**src/rtl/bp_reg_burst_pkg.sv**
```systemverilog
// Shared types and constants for the bytepipe burst register file.
package bpRegBurst_pkg;

    typedef enum logic [2:0] {
        S_CMD,
        S_LEN,
        S_WRDATA,
        S_WRACK,
        S_RDDATA
    } state_t;

    localparam int CMD_WR = 7;
    localparam int ADDR_W = 7;

    localparam logic [7:0] ACK_OK   = 8'hAC;
    localparam logic [7:0] ACK_NULL = 8'hEE;

    localparam int LEN_ZERO_MEANS = 256;

endpackage

```
**src/rtl/bp_reg_burst_serdes.sv**
```systemverilog
// Little-endian word assembler / serialiser with a byte-in-word counter.
module bp_word_serdes #(
    parameter int REG_W = 2
) (
    input  logic               clk,
    input  logic               rst,
    input  logic               clr,
    input  logic               load,
    input  logic               shiftIn,
    input  logic               shiftOut,
    input  logic [8*REG_W-1:0] loadWord,
    input  logic [7:0]         inByte,
    output logic [8*REG_W-1:0] nextWord,
    output logic [7:0]         outByte,
    output logic               lastByte
);

    localparam int W     = 8 * REG_W;
    localparam int CNT_W = $clog2(REG_W) + 1;

    logic [W-1:0]     bufQ;
    logic [CNT_W-1:0] cntQ;

    // Incoming bytes enter at the top so byte 0 ends up in bits 7:0.
    generate
        if (REG_W == 1) begin : gSingle
            assign nextWord = inByte;
        end else begin : gMulti
            assign nextWord = {inByte, bufQ[W-1:8]};
        end
    endgenerate

    assign outByte  = bufQ[7:0];
    assign lastByte = (cntQ == CNT_W'(REG_W - 1));

    always_ff @(posedge clk) begin
        if (rst) begin
            bufQ <= '0;
            cntQ <= '0;
        end else begin
            if (load)
                bufQ <= loadWord;
            else if (shiftIn)
                bufQ <= nextWord;
            else if (shiftOut)
                bufQ <= bufQ >> 8;

            if (clr)
                cntQ <= '0;
            else if (shiftIn || shiftOut)
                cntQ <= lastByte ? '0 : cntQ + 1'b1;
        end
    end

endmodule

```
**src/rtl/bp_reg_burst.sv**
```systemverilog
// Bytepipe-attached register file with burst access, wrap and read-only slots.
module bp_reg_burst
    import bpRegBurst_pkg::*;
#(
    parameter int                        N_REG     = 16,
    parameter int                        REG_W     = 2,
    parameter logic [N_REG-1:0]          RO_MASK   = '0,
    parameter logic [N_REG*8*REG_W-1:0]  RESET_VAL = '0
) (
    input  logic                       i_clk,
    input  logic                       i_rst,
    input  logic                       i_cg,
    input  logic [7:0]                 i_bp_data,
    input  logic                       i_bp_valid,
    output logic                       o_bp_ready,
    output logic [7:0]                 o_bp_data,
    output logic                       o_bp_valid,
    input  logic                       i_bp_ready,
    output logic [N_REG*8*REG_W-1:0]   o_reg,
    output logic [N_REG-1:0]           o_wrStrobe,
    input  logic [N_REG*8*REG_W-1:0]   i_ro
);

    localparam int RW = 8 * REG_W;

    state_t state, stateNext;

    logic                   wrQ;
    logic                   nullQ;
    logic [ADDR_W-1:0]      addrQ;
    logic [ADDR_W-1:0]      addrInc;
    logic [ADDR_W-1:0]      snapAddr;
    logic [8:0]             regLeft;
    logic [N_REG*RW-1:0]    regQ;
    logic [N_REG-1:0]       strobeQ;
    logic [RW-1:0]          snapWord;

    logic readyRaw;
    logic inAcc;
    logic outReady;
    logic sdClr;
    logic sdLoad;
    logic sdShiftIn;
    logic sdShiftOut;
    logic commit;
    logic regStep;

    logic [RW-1:0] sdNext;
    logic [7:0]    sdOut;
    logic          lastByte;

    assign readyRaw = (state == S_CMD) || (state == S_LEN)
                   || (state == S_WRDATA);
    assign o_bp_ready = readyRaw && i_cg && !i_rst;
    assign inAcc      = i_bp_valid && o_bp_ready;
    assign outReady   = i_bp_ready && i_cg;

    assign o_reg      = regQ;
    assign o_wrStrobe = strobeQ & {N_REG{i_cg}};

    assign addrInc  = (addrQ == ADDR_W'(N_REG - 1)) ? '0 : addrQ + 1'b1;
    assign snapAddr = (state == S_LEN) ? addrQ : addrInc;

    // One-cycle sample of the whole register keeps multi-byte reads untorn.
    always_comb begin
        snapWord = '0;
        for (int r = 0; r < N_REG; r++) begin
            if (!nullQ && snapAddr == ADDR_W'(r))
                snapWord = RO_MASK[r] ? i_ro[r*RW +: RW]
                                      : regQ[r*RW +: RW];
        end
    end

    always_comb begin
        stateNext  = state;
        o_bp_valid = 1'b0;
        o_bp_data  = 8'h00;
        sdClr      = 1'b0;
        sdLoad     = 1'b0;
        sdShiftIn  = 1'b0;
        sdShiftOut = 1'b0;
        commit     = 1'b0;
        regStep    = 1'b0;
        unique case (state)
            S_CMD: begin
                if (inAcc)
                    stateNext = S_LEN;
            end
            S_LEN: begin
                if (inAcc) begin
                    sdClr = 1'b1;
                    if (wrQ) begin
                        stateNext = S_WRDATA;
                    end else begin
                        sdLoad    = 1'b1;
                        stateNext = S_RDDATA;
                    end
                end
            end
            S_WRDATA: begin
                if (inAcc) begin
                    sdShiftIn = 1'b1;
                    if (lastByte) begin
                        commit  = 1'b1;
                        regStep = 1'b1;
                        if (regLeft == 9'd1)
                            stateNext = S_WRACK;
                    end
                end
            end
            S_WRACK: begin
                o_bp_valid = 1'b1;
                o_bp_data  = nullQ ? ACK_NULL : ACK_OK;
                if (outReady)
                    stateNext = S_CMD;
            end
            S_RDDATA: begin
                o_bp_valid = 1'b1;
                o_bp_data  = sdOut;
                if (outReady) begin
                    sdShiftOut = 1'b1;
                    if (lastByte) begin
                        regStep = 1'b1;
                        if (regLeft == 9'd1)
                            stateNext = S_CMD;
                        else
                            sdLoad = 1'b1;
                    end
                end
            end
            default: stateNext = S_CMD;
        endcase
    end

    always_ff @(posedge i_clk) begin
        if (i_rst) begin
            state   <= S_CMD;
            wrQ     <= 1'b0;
            nullQ   <= 1'b0;
            addrQ   <= '0;
            regLeft <= '0;
            regQ    <= RESET_VAL;
            strobeQ <= '0;
        end else if (i_cg) begin
            state   <= stateNext;
            strobeQ <= '0;
            if (state == S_CMD && inAcc) begin
                wrQ   <= i_bp_data[CMD_WR];
                addrQ <= i_bp_data[ADDR_W-1:0];
                nullQ <= int'(i_bp_data[ADDR_W-1:0]) >= N_REG;
            end
            if (state == S_LEN && inAcc)
                regLeft <= (i_bp_data == 8'd0) ? 9'(LEN_ZERO_MEANS)
                                               : {1'b0, i_bp_data};
            if (commit) begin
                for (int r = 0; r < N_REG; r++) begin
                    if (!nullQ && addrQ == ADDR_W'(r) && !RO_MASK[r]) begin
                        regQ[r*RW +: RW] <= sdNext;
                        strobeQ[r]       <= 1'b1;
                    end
                end
            end
            if (regStep) begin
                addrQ   <= addrInc;
                regLeft <= regLeft - 9'd1;
            end
        end else begin
            strobeQ <= '0;
        end
    end

    bp_word_serdes #(
        .REG_W(REG_W)
    ) uSerdes (
        .clk     (i_clk),
        .rst     (i_rst),
        .clr     (sdClr),
        .load    (sdLoad),
        .shiftIn (sdShiftIn),
        .shiftOut(sdShiftOut),
        .loadWord(snapWord),
        .inByte  (i_bp_data),
        .nextWord(sdNext),
        .outByte (sdOut),
        .lastByte(lastByte)
    );

endmodule

```
**config.mk**
```make
export PLATFORM = sky130hd
export DESIGN_NAME = bp_reg_burst
export DESIGN_NICKNAME = d
export VERILOG_FILES = /design/src/rtl/bp_reg_burst_pkg.sv /design/src/rtl/bp_reg_burst_serdes.sv /design/src/rtl/bp_reg_burst.sv
export SDC_FILE = /design/constraint.sdc
export NUM_CORES = 1
export LEC_CHECK = 0
export ABC_AREA = 1
export ABC_CLOCK_PERIOD_IN_PS = 3700
export CORE_AREA = 2 2 216 218
export CTS_BUF_LIST = sky130_fd_sc_hd__clkbuf_2 sky130_fd_sc_hd__clkbuf_4 sky130_fd_sc_hd__clkbuf_8
export CTS_CLUSTER_SIZE = 10
export DETAILED_ROUTE_END_ITERATION = 10
export DIE_AREA = 0 0 218 220
export PLACE_DENSITY_LB_ADDON = 0.08
export SYNTH_ARGS = -nofsm -noshare
export SYNTH_HDL_FRONTEND = slang
export SYNTH_SLANG_ARGS = --single-unit
```
**constraint.sdc**
```tcl
create_clock -name i_clk -period 3.7 [get_ports i_clk]
set_input_delay 0.74 -clock i_clk [delete_from_list [all_inputs] [get_ports i_clk]]
set_output_delay 0.74 -clock i_clk [all_outputs]
set_load 0.01 [all_outputs]
```
==> summary.md, run 1 <==
| Metric | Value |
|---|---|
| Post-Route WL | 63300 um |
| Synth Flop Type | dfxtp_1 |
| Hold WS | 0.435 ns |
| Port buffer count | 294 |
| Max reg flops | 256 |
| Share of layout cells above drive strength 1 | 10.6% |
| Clock buffer count from CTS | 56 |
| Sequential share of the synthesized area | 45.9% |
| M3 GR Usage | 10.7% |
| Post-synth EDFFs | 0 |
| Worst Hold Launch | uSerdes.cntQ[1] |
| CP Launch Type | register |
| Fin cells | 2757 |
| Post-DP HPWL | 44400 um |
| Worst-Skew Late Latency | 0.68 ns |
| Run status | complete, no violations |
| GR Util met2 | 38.1% |
| Post-synthesis register bit count | 311 |
| Overall Global Routing Usage | 25.7% |
| Crit. End Element | register |
| Hold Fails Final Rpt | 0 |
| Final setup fails | 0 |
| Worst Setup SP | addrQ[1] |
| Placer congestion estimate | 0.850 |
| Area of the multi-input gates | 6220 um2 |
| Initial core utilization | 29.5% |
| Syn_nets | 2100 |
| Top-count cell post-synth | a21oi_1 |
| Placeable Area | 45900 um2 |
| Synth area leaders | dfxtp_1, a21oi_1, o21ai_0 |
| CTS tree | done |
| Crit Path Class | reg -> reg |
| RSZ-0062 raised after global routing | false |
| Cell area power density | 389 nW/um2 |
| Sequential Area | 6230 um2 |
| Crit Reg-Reg Startpoint | addrQ[1] |
| Die height | 220 um |
| Die ar. | 48000 um2 |
| First-pass GRT wire length | 90500 um |
| Most common library cells after synthesis | a21oi_1, dfxtp_1, o21ai_0 |
| Setup TNS | 0 ns |
| Largest area contributor in the netlist | dfxtp_1 |
| Vias in the first global route | 13300 |
| Hold_buf cts | 0 |
| Clock period minus worst slack | 3.55 ns |
| Synth Warn # | 0 |
| Setup ws final | 0.149 ns |
| Data arrival, critical path | 4.10 ns |
| Peak fanout along the critical path | 12 |
| Clock skew | 0.0534 ns |
| ANT nets after route | 0 |
| Post-Syn Area | 13600 um2 |
| I/O pins | 551 |
| Largest net degree at the start of global routing | 83 |
| Synth cell types | 43 |
| Initial drt markers | 950 |
| Max H-tree Level | 2 |
| Initial antenna violation count | 0 |
| P&R area growth vs syn | 36.0% |
| Fmax | 0.282 GHz |
| FFs w/ async S/R, synth | 0% |
| Final worst path period share | 96.0% |
| Max-cap violations | 0 |
| DRC | 0 |
| Worst min-delay path class | reg -> reg |
| Wire length per cell | 23.0 um |
| Worst vdd ir | 0.265 mV |
| Gr ovfl total | 0 |
| Worst slew pin tran | 1.05 ns |
| Mean post-synth cell area | 7.43 um2 |
| Relative slew margins | 30.1% |
| Die width | 218 um |
| Max Slew Vio Count | 0 |
| Met1 Track Usage GR | 34.6% |
| Pleak | 6.99 nW |
| Max Root-Sink Buffers | 3 |
| Yosys top cell area share | 45.9% |
| Clock Pin Slew Worst Setup and Hold Paths | 0.06 ns |
| Placed cells | 2666 |
| Fillers | 4861 |
| Vias/cell | 5.07 |
| # diodes | 0 |
| Via count | 14000 |
| Root buf cell | clkbuf_8 |
| DR pass1 iterations | 5 |
| Gr busiest metal | met2 |
| CTS Sinks | 311 |
| DP Worst Slack | 0.0349 ns |
| Final #Nets | 2392 |
| Post-layout util | 40.2% |
| Row count | 79 |
| Critical Path RT | 4.25 ns |
| Post-Synthesis Cells | 1825 |
[worst paths after layout]
kind / cells after the start / slack [ns] / endpoint
worst min-delay path: 2 / 0.43 / uSerdes.cntQ[1]
worst max-delay path: 19 / 0.15 / uSerdes.bufQ[11]
worst max register to register: 19 / 0.15 / uSerdes.bufQ[11]
worst min register to register: 2 / 0.43 / uSerdes.cntQ[1]
[cell usage in the layout (no fill, tap or decap), drive strengths merged]
cell	synthesis	routed
o21ai	323	323
a21oi	318	318
dfxtp	311	311
clkdlybuf4s50	0	294
nand2	265	265
nor2	181	181
inv	134	137
clkbuf	64	84
buf	57	61
nand4	54	54
nand3	52	52
clkinv	10	14
nor3	14	14
ha	6	6
nor4	6	6
xnor2	5	5
and2	5	5
a31oi	4	4
or2	3	3
a211oi	3	3
xor2	2	2
o21bai	2	2
a21boi	1	1
o22ai	1	1
o221ai	1	1
o211ai	1	1
o32ai	1	1
a221oi	1	1
[layout make-up]
type	instances	area share (%)
multi-input cells	1249	33.7
clock buffers	84	5.66
flip-flops and latches	311	33.8
repair buffers	355	19.5
well taps	607	4.12
inverters	144	2.96
clock inverters	7	0.292
[worst max-delay path: stages (launching register included)]
cell and delay, ns:
dfxtp_1 0.41, ha_2 0.29, nand3_2 0.14, o21bai_1 0.26, nand2_1 0.14, nand3_1 0.12
nor2_1 0.10, nand2_2 0.12, nor2_4 0.09, nand2_1 0.08, nand3_1 0.12, nor2_1 0.21
nand4_1 0.16, nor2_1 0.22, buf_4 0.15, nand4_1 0.21, nor2_2 0.23, nand4_1 0.21
nand2_1 0.13, a21oi_1 0.06
[metal layers]
layer / part of all wire (%) / routed length, um
met1: 45 / 28700
met2: 42 / 26900
met3: 10 / 6540
met4: 1.8 / 1140
met5: 0 / 0
[report_power, final]
group          internal [mW]  switching (mW)
combinational          0.123           0.367
clock                   1.79            1.51
sequential              3.36          0.0146
[metrics by stage]
step                cell area, um2  total power [mW]
finish                       18400              7.17
global route                 18400              7.41
CTS                          18400              7.24
detailed placement           17300              3.94
global placement             17300              3.94
floorplan                    13600              3.74
[cell families (layout without fill, tap and decap cells)]
family                   count (synthesis)  in the layout  share of synthesized area (%)
XOR/XNOR                                 7              7                          0.452
flip-flops                             311            311                           45.9
AO/OA/AOI/OAI                          656            656                           24.6
AND/OR/NAND/NOR                        580            580                           20.2
adder cells (fa/ha/maj)                  6              6                          0.554
buffers and inverters                  265            590                           8.26
[repair_timing]
item                       4_1_cts  5_1_grt
setup buffers                    0        0
setup endpoints to repair        0        4
resized for setup                0        4
No activity file was read; power rests on OpenSTA's default activity.
==> run 2, diff against run 1 <==
Settings changed: CORE_AREA 2 2 216 218 to 2 2 212 214, DIE_AREA 0 0 218 220 to 0 0 214 216, SYNTH_HIERARCHICAL from default to 1.
==> run 2 against run 1 <==
  * Register-to-register slack improved by 0.06 ns
  * Sequential cell count did not move
  * Final cell count rose by 1.9%
  * Critical endpoint is now uSerdes/bufQ[13]
  * Highest routed layer unchanged
  * Setup slack improved by 0.060 ns
  * Clock power rose by 3%
  * Wire length fell by 3.3%
  * Via count rose by 3.4%
  * Sequential power rose by 2%
  * Global-route usage barely moved
  * Clock-buffer cell count rose by 6
  * Clock skew fell by 0.042 ns
  * Die area fell by 3.6%
==> summary.md, run 2 <==
| Metric | Value |
|---|---|
| Run status | complete, no violations |
| Post-Route WL | 61200 um |
| Overall Global Routing Usage | 25.7% |
| CP Launch Type | register |
| Hold WS | 0.434 ns |
| Post-Syn Area | 14100 um2 |
| Yosys top cell area share | 44.3% |
| Max H-tree Level | 2 |
| Mean post-synth cell area | 7.38 um2 |
| # diodes | 0 |
| Max Root-Sink Buffers | 3 |
| Vias/cell | 5.15 |
| DRT met1 WL | 26900 um |
| Cell area power density | 473 nW/um2 |
| DRC | 0 |
| Most common library cells after synthesis | dfxtp_1, nand2_1, a21oi_1 |
| Worst vdd ir | 0.258 mV |
| Commonest cells after routing, fill and taps aside | nand2_1, dfxtp_1, a21oi_1, o21ai_0, clkdlybuf4s50_1 |
| Largest net degree at the start of global routing | 278 |
| P&R area growth vs syn | 33.3% |
| Share of layout cells above drive strength 1 | 11.5% |
| Worst min-delay path class | reg -> reg |
| Max-cap violations | 0 |
| Final #Nets | 2457 |
| Vias in the first global route | 13700 |
| Wire length per cell | 21.8 um |
| Post-layout util | 42.7% |
| Data arrival, critical path | 4.01 ns |
| Synth Warn # | 6 |
| DR pass1 iterations | 5 |
| CTS tree | done |
| Die ar. | 46200 um2 |
| Critical Path RT | 4.22 ns |
| Synth area leaders | dfxtp_1, a21oi_1, o21ai_0 |
| Clock buffer count from CTS | 55 |
| Sequential Area | 6230 um2 |
| Setup TNS | 0 ns |
| Fmax | 0.286 GHz |
| Fillers | 4519 |
| Placed cells | 2714 |
| Port buffer count | 294 |
| Worst-Skew Late Latency | 0.64 ns |
| Max Slew Vio Count | 0 |
| Initial drt markers | 1051 |
| Final total power | 8.87 mW |
| Die width | 214 um |
| I/O pins | 551 |
| Max reg flops | 256 |
| Pleak | 7.09 nW |
| Via count | 14500 |
| Finished Cell Area | 18700 um2 |
| Die height | 216 um |
| ANT nets after route | 0 |
| Dpl cell area | 17500 um2 |
| Largest area contributor in the netlist | dfxtp_1 |
| Uppermost routed layer | met4 |
| Sequential share of the synthesized area | 44.3% |
| Wire length on met3 | 6020 um |
| Row count | 77 |
| DP Worst Slack | -0.139 ns |
| Worst slew pin tran | 1.49 ns |
| Final worst path period share | 94.4% |
| Final setup fails | 0 |
| Placer congestion estimate | 0.869 |
| Syn_nets | 2180 |
| Fin cells | 2809 |
| Post-synth EDFFs | 0 |
| Clock Pin Slew Worst Setup and Hold Paths | 0.06 ns |
| Synth cell types | 40 |
| Post-Synthesis Cells | 1905 |
| Post-synthesis register bit count | 311 |
| Crit. End Element | register |
| First-pass GRT wire length | 89500 um |
| Post-DP HPWL | 42500 um |
| Area of the multi-input gates | 6510 um2 |
| Peak fanout along the critical path | 10 |
| Setup ws final | 0.208 ns |
| RSZ-0062 raised after global routing | false |
| Relative slew margins | 0.652% |
| Crit Path Class | reg -> reg |
| Gr ovfl total | 0 |
| Synth Flop Type | dfxtp_1 |
| CTS Sinks | 311 |
| Clock period minus worst slack | 3.49 ns |
| Placeable Area | 43800 um2 |
| Metal2 WL | 27200 um |
| FFs w/ async S/R, synth | 0% |
| Initial core utilization | 32.1% |
| Initial antenna violation count | 0 |
| Root buf cell | clkbuf_8 |
| Clock skew | 0.0114 ns |
| Hold Fails Final Rpt | 0 |
## run 2: path summary, 6_finish.rpt
path                                      start               end  slack [ns]  cells after the start
worst max-delay path                   state[0]  uSerdes/bufQ[13]        0.21                     22
worst min-delay path            uSerdes/cntQ[1]   uSerdes/cntQ[1]        0.43                      2
worst max register to register         state[0]  uSerdes/bufQ[13]        0.21                     22
worst min register to register  uSerdes/cntQ[1]   uSerdes/cntQ[1]        0.43                      2
## run 2: timing repair
item                       in CTS  in global routing
hold buffers                    0                  0
buffers inserted                0                  2
resized for setup               1                 13
pin swaps                       0                  7
setup endpoints to repair       6                 11
gates cloned                    0                  1
## run 2: area by class of cell
type,count,share of cell area (%)
inverter,176,3.58
clock buffer,90,5.91
sequential,311,33.2
multi-input combinational,1282,34.8
clock inverter,2,0.187
timing repair buffer,356,18.4
tap,592,3.95
## run 2: report_power, final
part           internal [mW]  total [mW]  switching (mW)
Clock                   1.93        3.39            1.46
Sequential              3.39        3.44          0.0495
Combinational          0.531        2.03            1.50
Total                   5.86        8.87            3.01
## run 2: logic make-up after synthesis
family,after synthesis,share of synthesized area [%]
xor gates and xnor gates,6,0.374
AOI/OAI and AO/OA,611,21.9
and+or+nand+nor,658,23.1
buffers and inverters,313,9.80
adders and majority gates,6,0.534
DFF,311,44.3
## run 2: per-layer routing
layer / track usage (%) / up-vias
met4: 6.34 / 0
met5: 0 / -
li1: - / 6919
met2: 40.2 / 624
met1: 34.0 / 6831
met3: 8.77 / 88
## run 2: worst max-delay path, stage by stage, from the launching register on
cell and delay [ns]:
dfxtp_1 0.42, nand3_2 0.25, inv_2 0.20, buf_4 0.16, nand2_1 0.10, nand3_4 0.15, nor2_4 0.07, buf_12 0.14
buf_4 0.14, nand4_1 0.08, nand2_1 0.09, nor2_1 0.14, nand4_1 0.20, nand2_1 0.20, nand4_1 0.22, nor2_1 0.19
nand4_1 0.17, nand2_1 0.13, nand2_1 0.05, nand2_1 0.06, nand2_1 0.05, nor2_1 0.09, nor2_1 0.04
==> run 3, diff against run 2 <==
Settings changed: CTS_CLUSTER_SIZE 10 to 20, DONT_BUFFER_PORTS from default to 1.
==> run 3 against run 2 <==
  * Register-to-register slack worse by 0.06 ns
  * First-iteration DRC count down 12%
  * Utilization down 7.1 points
  * Global-route usage down 0.52 points
  * Setup slack worse by 0.064 ns
  * Critical endpoint is now uSerdes/bufQ[10]
  * Largest cell class unchanged
==> summary.md, run 3 (same netlist as run 2, synthesis figures left out) <==
| Metric | Value |
|---|---|
| Cell area power density | 565 nW/um2 |
| Die height | 216 um |
| Crit. End Element | register |
| Final worst path period share | 96.1% |
| RSZ-0062 raised after global routing | false |
| Wire length per cell | 24.1 um |
| Overall Global Routing Usage | 25.2% |
| Crit Path Class | reg -> reg |
| Pleak | 6.00 nW |
| Reg2reg setup slack | 0.14 ns |
| Placer congestion estimate | 0.845 |
| Area of the multi-input gates | 6460 um2 |
| Final total power | 8.84 mW |
| Clock Pin Slew Worst Setup and Hold Paths | 0.06 ns |
| Worst min-delay path class | in -> reg |
| Share of layout cells above drive strength 1 | 12.1% |
| Post-DP HPWL | 41200 um |
| Placeable Area | 43800 um2 |
| Max Slew Vio Count | 0 |
| Final setup fails | 0 |
| Die ar. | 46200 um2 |
| Critical Path RT | 4.24 ns |
| Max H-tree Level | 2 |
| Clock buffer count from CTS | 55 |
| Vias in the first global route | 12100 |
| First-pass GRT wire length | 86200 um |
| Post-Route WL | 60200 um |
| CP Launch Type | register |
| DR pass1 iterations | 7 |
| Max-cap violations | 0 |
| CP max stage cell | dfxtp_1 |
| Vias/cell | 5.27 |
| Commonest non-fill, non-tap cell in the layout | nand2_1 |
| Worst-Skew Late Latency | 0.66 ns |
| # diodes | 0 |
| Hold Fails Final Rpt | 0 |
| Die width | 214 um |
| Clock skew | 0.0273 ns |
| Via count | 13200 |
| CTS Sinks | 311 |
| Fmax | 0.281 GHz |
| Critical path, cell by cell | ha_1, inv_1, nor2_4, nand3_2, nand2_1, nand2_1, nand2_2, nor2_8, nand3_4, nor2_1, nor2_1, nand4_1, nand2_1, nand4_1, nor2_1, nand3_1, nand2_1, nand3_1, nand2_1, nand2_1, nor2_1, nor2_1 |
| ANT nets after route | 0 |
| Final #Nets | 2142 |
| CP delay by family, top | simple AND/OR/NAND/NOR gates |
| Peak fanout along the critical path | 9 |
| Hold WS | 0.159 ns |
| DRC | 0 |
| Relative slew margins | 3.58% |
| Initial drt markers | 928 |
| Crit-path max cell delay | 0.34 ns |
| Post-cts repair resize count | 0 |
| Max reg flops | 256 |
| Initial antenna violation count | 0 |
| Commonest cells after routing, fill and taps aside | nand2_1, dfxtp_1, a21oi_1, o21ai_0, inv_1 |
| Port buffer count | 0 |
| Root buf cell | clkbuf_8 |
| Most used cell, CP | nand2_1 |
| Gr ovfl total | 0 |
| Max Root-Sink Buffers | 3 |
| Setup TNS | 0 ns |
| Initial core utilization | 32.1% |
| Worst vdd ir | 0.253 mV |
| Run status | complete, no violations |
| Largest net degree at the start of global routing | 278 |
| Worst slew pin tran | 1.45 ns |
| Data arrival, critical path | 4.09 ns |
| Row count | 77 |
| Setup bufs post-CTS | 0 |
| Hold_buf cts | 0 |
| Fillers | 4711 |
| Clock period minus worst slack | 3.56 ns |
| P&R area growth vs syn | 11.3% |
| WP buf/inv | 1 |
| Sequential Area | 6230 um2 |
| CTS tree | done |
| I/O pins | 551 |
[run 3: path summary, 6_finish.rpt]
kind / startpoint / cells past startpoint / end
setup reg to reg: addrQ[0] / 22 / uSerdes/bufQ[10]
hold reg to reg: uSerdes/cntQ[1] / 2 / uSerdes/cntQ[1]
hold / removal: i_rst / 1 / uSerdes/bufQ[3]
setup / recovery: addrQ[0] / 22 / uSerdes/bufQ[10]
[run 3: report_power, final]
| group | internal [mW] | total (mW) | switching [mW] | leakage (nW) |
|---|---|---|---|---|
| registers | 3.39 | 3.44 | 0.0452 | 2.51 |
| clock network | 1.96 | 3.48 | 1.52 | 0.630 |
| logic | 0.514 | 1.93 | 1.41 | 2.87 |
| total | 5.86 | 8.84 | 2.98 | 6.00 |
[run 3: layout make-up]
type,count,area share (%)
inverter,176,4.29
tap,592,4.74
clock buffer,90,7.12
clock inverter,7,0.424
timing repair buffer,42,2.34
multi-input combinational,1281,41.3
sequential,311,39.8
[run 3: metal layers]
layer	up-vias	global-route usage, %	routed length (um)
met5	-	0	0
met3	77	11.9	7270
met4	0	6.64	1220
li1	6319	-	-
met1	6237	31.6	25400
met2	537	38.7	26300
[run 3: per-stage QoR]
step | cells | area, um2 | util [%] | worst slack, ns
6_report | 2499 | 15600 | 35.7 | 0.144
5_1_grt | 2499 | 15600 | 35.7 | 0.00679
4_1_cts | 2499 | 15600 | 35.7 | 0.120
3_5_place_dp | 2402 | 14500 | 33.0 | 0.148
3_3_place_gp | 2402 | 14500 | 33.0 | 0.157
2_1_floorplan | 1905 | 14100 | - | 1.29
==> patch, RTL diff (settings of run 2) <==
Reset style: asynchronous (`i_rst` and `rst`), changed in 2 clocked blocks.
--- a/src/rtl/bp_reg_burst_serdes.sv
+++ b/src/rtl/bp_reg_burst_serdes.sv
@@ -33,7 +33,7 @@
     assign outByte  = bufQ[7:0];
     assign lastByte = (cntQ == CNT_W'(REG_W - 1));
 
-    always_ff @(posedge clk) begin
+    always_ff @(posedge clk or posedge rst) begin
         if (rst) begin
             bufQ <= '0;
             cntQ <= '0;
--- a/src/rtl/bp_reg_burst.sv
+++ b/src/rtl/bp_reg_burst.sv
@@ -132,7 +132,7 @@
         endcase
     end
 
-    always_ff @(posedge i_clk) begin
+    always_ff @(posedge i_clk or posedge i_rst) begin
         if (i_rst) begin
             state   <= S_CMD;
             wrQ     <= 1'b0;
Formal check against the unedited RTL: differs if i_rst is asserted again (counterexample within 4 cycles, from zero or initial values and one cycle with i_rst high); with i_rst held inactive, the same outputs for 4 cycles.
==> patch against run 2 <==
Sequential cell count stayed put; via count is 1.4% lower; setup slack worse by 19 ps; area after synthesis is 7.6% higher; power is 21% higher; die area stayed put; final area is 7.8% higher; wire length is 2.8% higher; clock power hardly changed; critical path depth is 1 higher; utilization is 3.3 points higher; critical path type unchanged; highest routed layer unchanged.
==> patch: results (changes against run 2) <==
* Syn Nets at 2,161 (was 2,180)
* GPL Wtd Cong at 0.883 (was 0.869)
* Global Route met2 Usage at 0.379 (was 0.402)
* Met3 global-route usage at 0.119 (was 0.0877)
* Global Route Usage Sum at 0.271 (was 0.257)
* Maximum number of pins on one net before global-route repair at 157 (was 278)
* Slew @ Worst Pin at 942 ps (was 1490 ps)
* Largest stage delay, worst path at 440 ps (was 420 ps)
* Synth top cells by count: nand2_1, dfrtp_1, o21ai_0 (was dfxtp_1, nand2_1, a21oi_1)
* Initial detailed-routing violation count at 1,246 (was 1,051)
* Ys async rst share at 1.00 (was 0)
* Seq/Total Area, Yosys at 0.515 (was 0.443)
* Initial antenna violation count at 2 (was 0)
* Maximum vdd drop at 262 µV (was 258 µV)
* Routed vias at 14,300 (was 14,500)
* Leak at 9.12 nW (was 7.09 nW)
* Clock Latency Late Sink at 660 ps (was 640 ps)
* Pre-CTS WS at 25.4 ps (was -139 ps)
* Synth Flop Type: dfrtp_1 (was dfxtp_1)
* Met1 GRT Util at 0.377 (was 0.340)
* DP Area at 19,000 µm² (was 17,500 µm²)
* Status: complete, no violations (unchanged)
* Share of cells above drive strength 1 at 0.116 (was 0.115)
* First-pass GRT wire length at 92,200 µm (was 89,500 µm)
* Cells after DPL at 2,735 (was 2,714)
* Avg Cell Area, Syn at 8.02 µm² (was 7.38 µm²)
* Num CTS Buffers at 56 (was 55)
* DP HPWL at 46,000 µm (was 42,500 µm)
* 1st-pass router iterations at 6 (was 5)
* Cell variety after synth at 46 (was 40)
* Fin nets at 2,477 (was 2,457)
* Top post-synthesis cells by area: dfrtp_1, nand2_1, o21ai_0 (was dfxtp_1, a21oi_1, o21ai_0)
* Slowest-stage cell, CP: dfrtp_1 (was dfxtp_1)
* Routed WL at 62,900 µm (was 61,200 µm)
* Worst-path maximum fanout at 17 (was 10)
* Clk_skew at 18.6 ps (was 11.4 ps)
[patch: worst paths after layout]
check | startpoint | end | slack [ps] | cells after the start
worst min register to register | o_reg[174] | o_reg[174] | 510 | 2
worst max register to register | addrQ[0] | uSerdes/bufQ[7] | 190 | 23
worst max-delay path | addrQ[0] | uSerdes/bufQ[7] | 190 | 23
worst min-delay path | o_reg[174] | o_reg[174] | 510 | 2
min in group asynchronous | i_rst | uSerdes/bufQ[4] | 580 | 2
max in group asynchronous | i_rst | o_reg[86] | 1710 | 4
[patch: worst max-delay path: cells and delay by family, from the launching register on]
kind            cells  cell delay (ps)
simple gates       20             2500
fa+ha+maj           1              190
flops               1              440
buf+inv             1              190
compound gates      1               90
[patch: cell families after synthesis]
kind of cell	count (synthesis)	synth area share
and+or+nand+nor	943	0.282
buffers and inverters	286	0.0808
AOI/OAI and AO/OA	335	0.114
DFF	311	0.515
xor gates and xnor gates	5	0.00290
adders and majority gates	6	0.00496
[patch: layout make-up]
cell class / count / area (µm²) / share of cell area
diodes: 2 / 5.00 / 0.000248
clock buffers: 84 / 1060 / 0.0526
clock inverters: 12 / 92.6 / 0.00458
inverters: 173 / 668 / 0.0331
multi-input cells: 1289 / 6250 / 0.309
flip-flops and latches: 311 / 7780 / 0.385
well taps: 592 / 741 / 0.0367
repair buffers: 371 / 3600 / 0.178
[patch: routing by layer]
metal	wire length, µm	up-vias
met5	0	-
met4	1380	0
met3	7530	59
met2	25700	570
met1	28300	6876
li1	-	6750
[patch: power by group]
part,internal (mW),leakage [nW],switching (mW)
Clock,1.89,0.611,1.51
Sequential,3.61,4.18,0.277
Combinational,1.02,4.32,2.46
[patch: what timing repair did]
item | in CTS | in global routing
endpoints found under the setup margin | 2 | 9
pin swaps | 0 | 10
gates resized for setup | 1 | 14
buffers inserted | 0 | 1
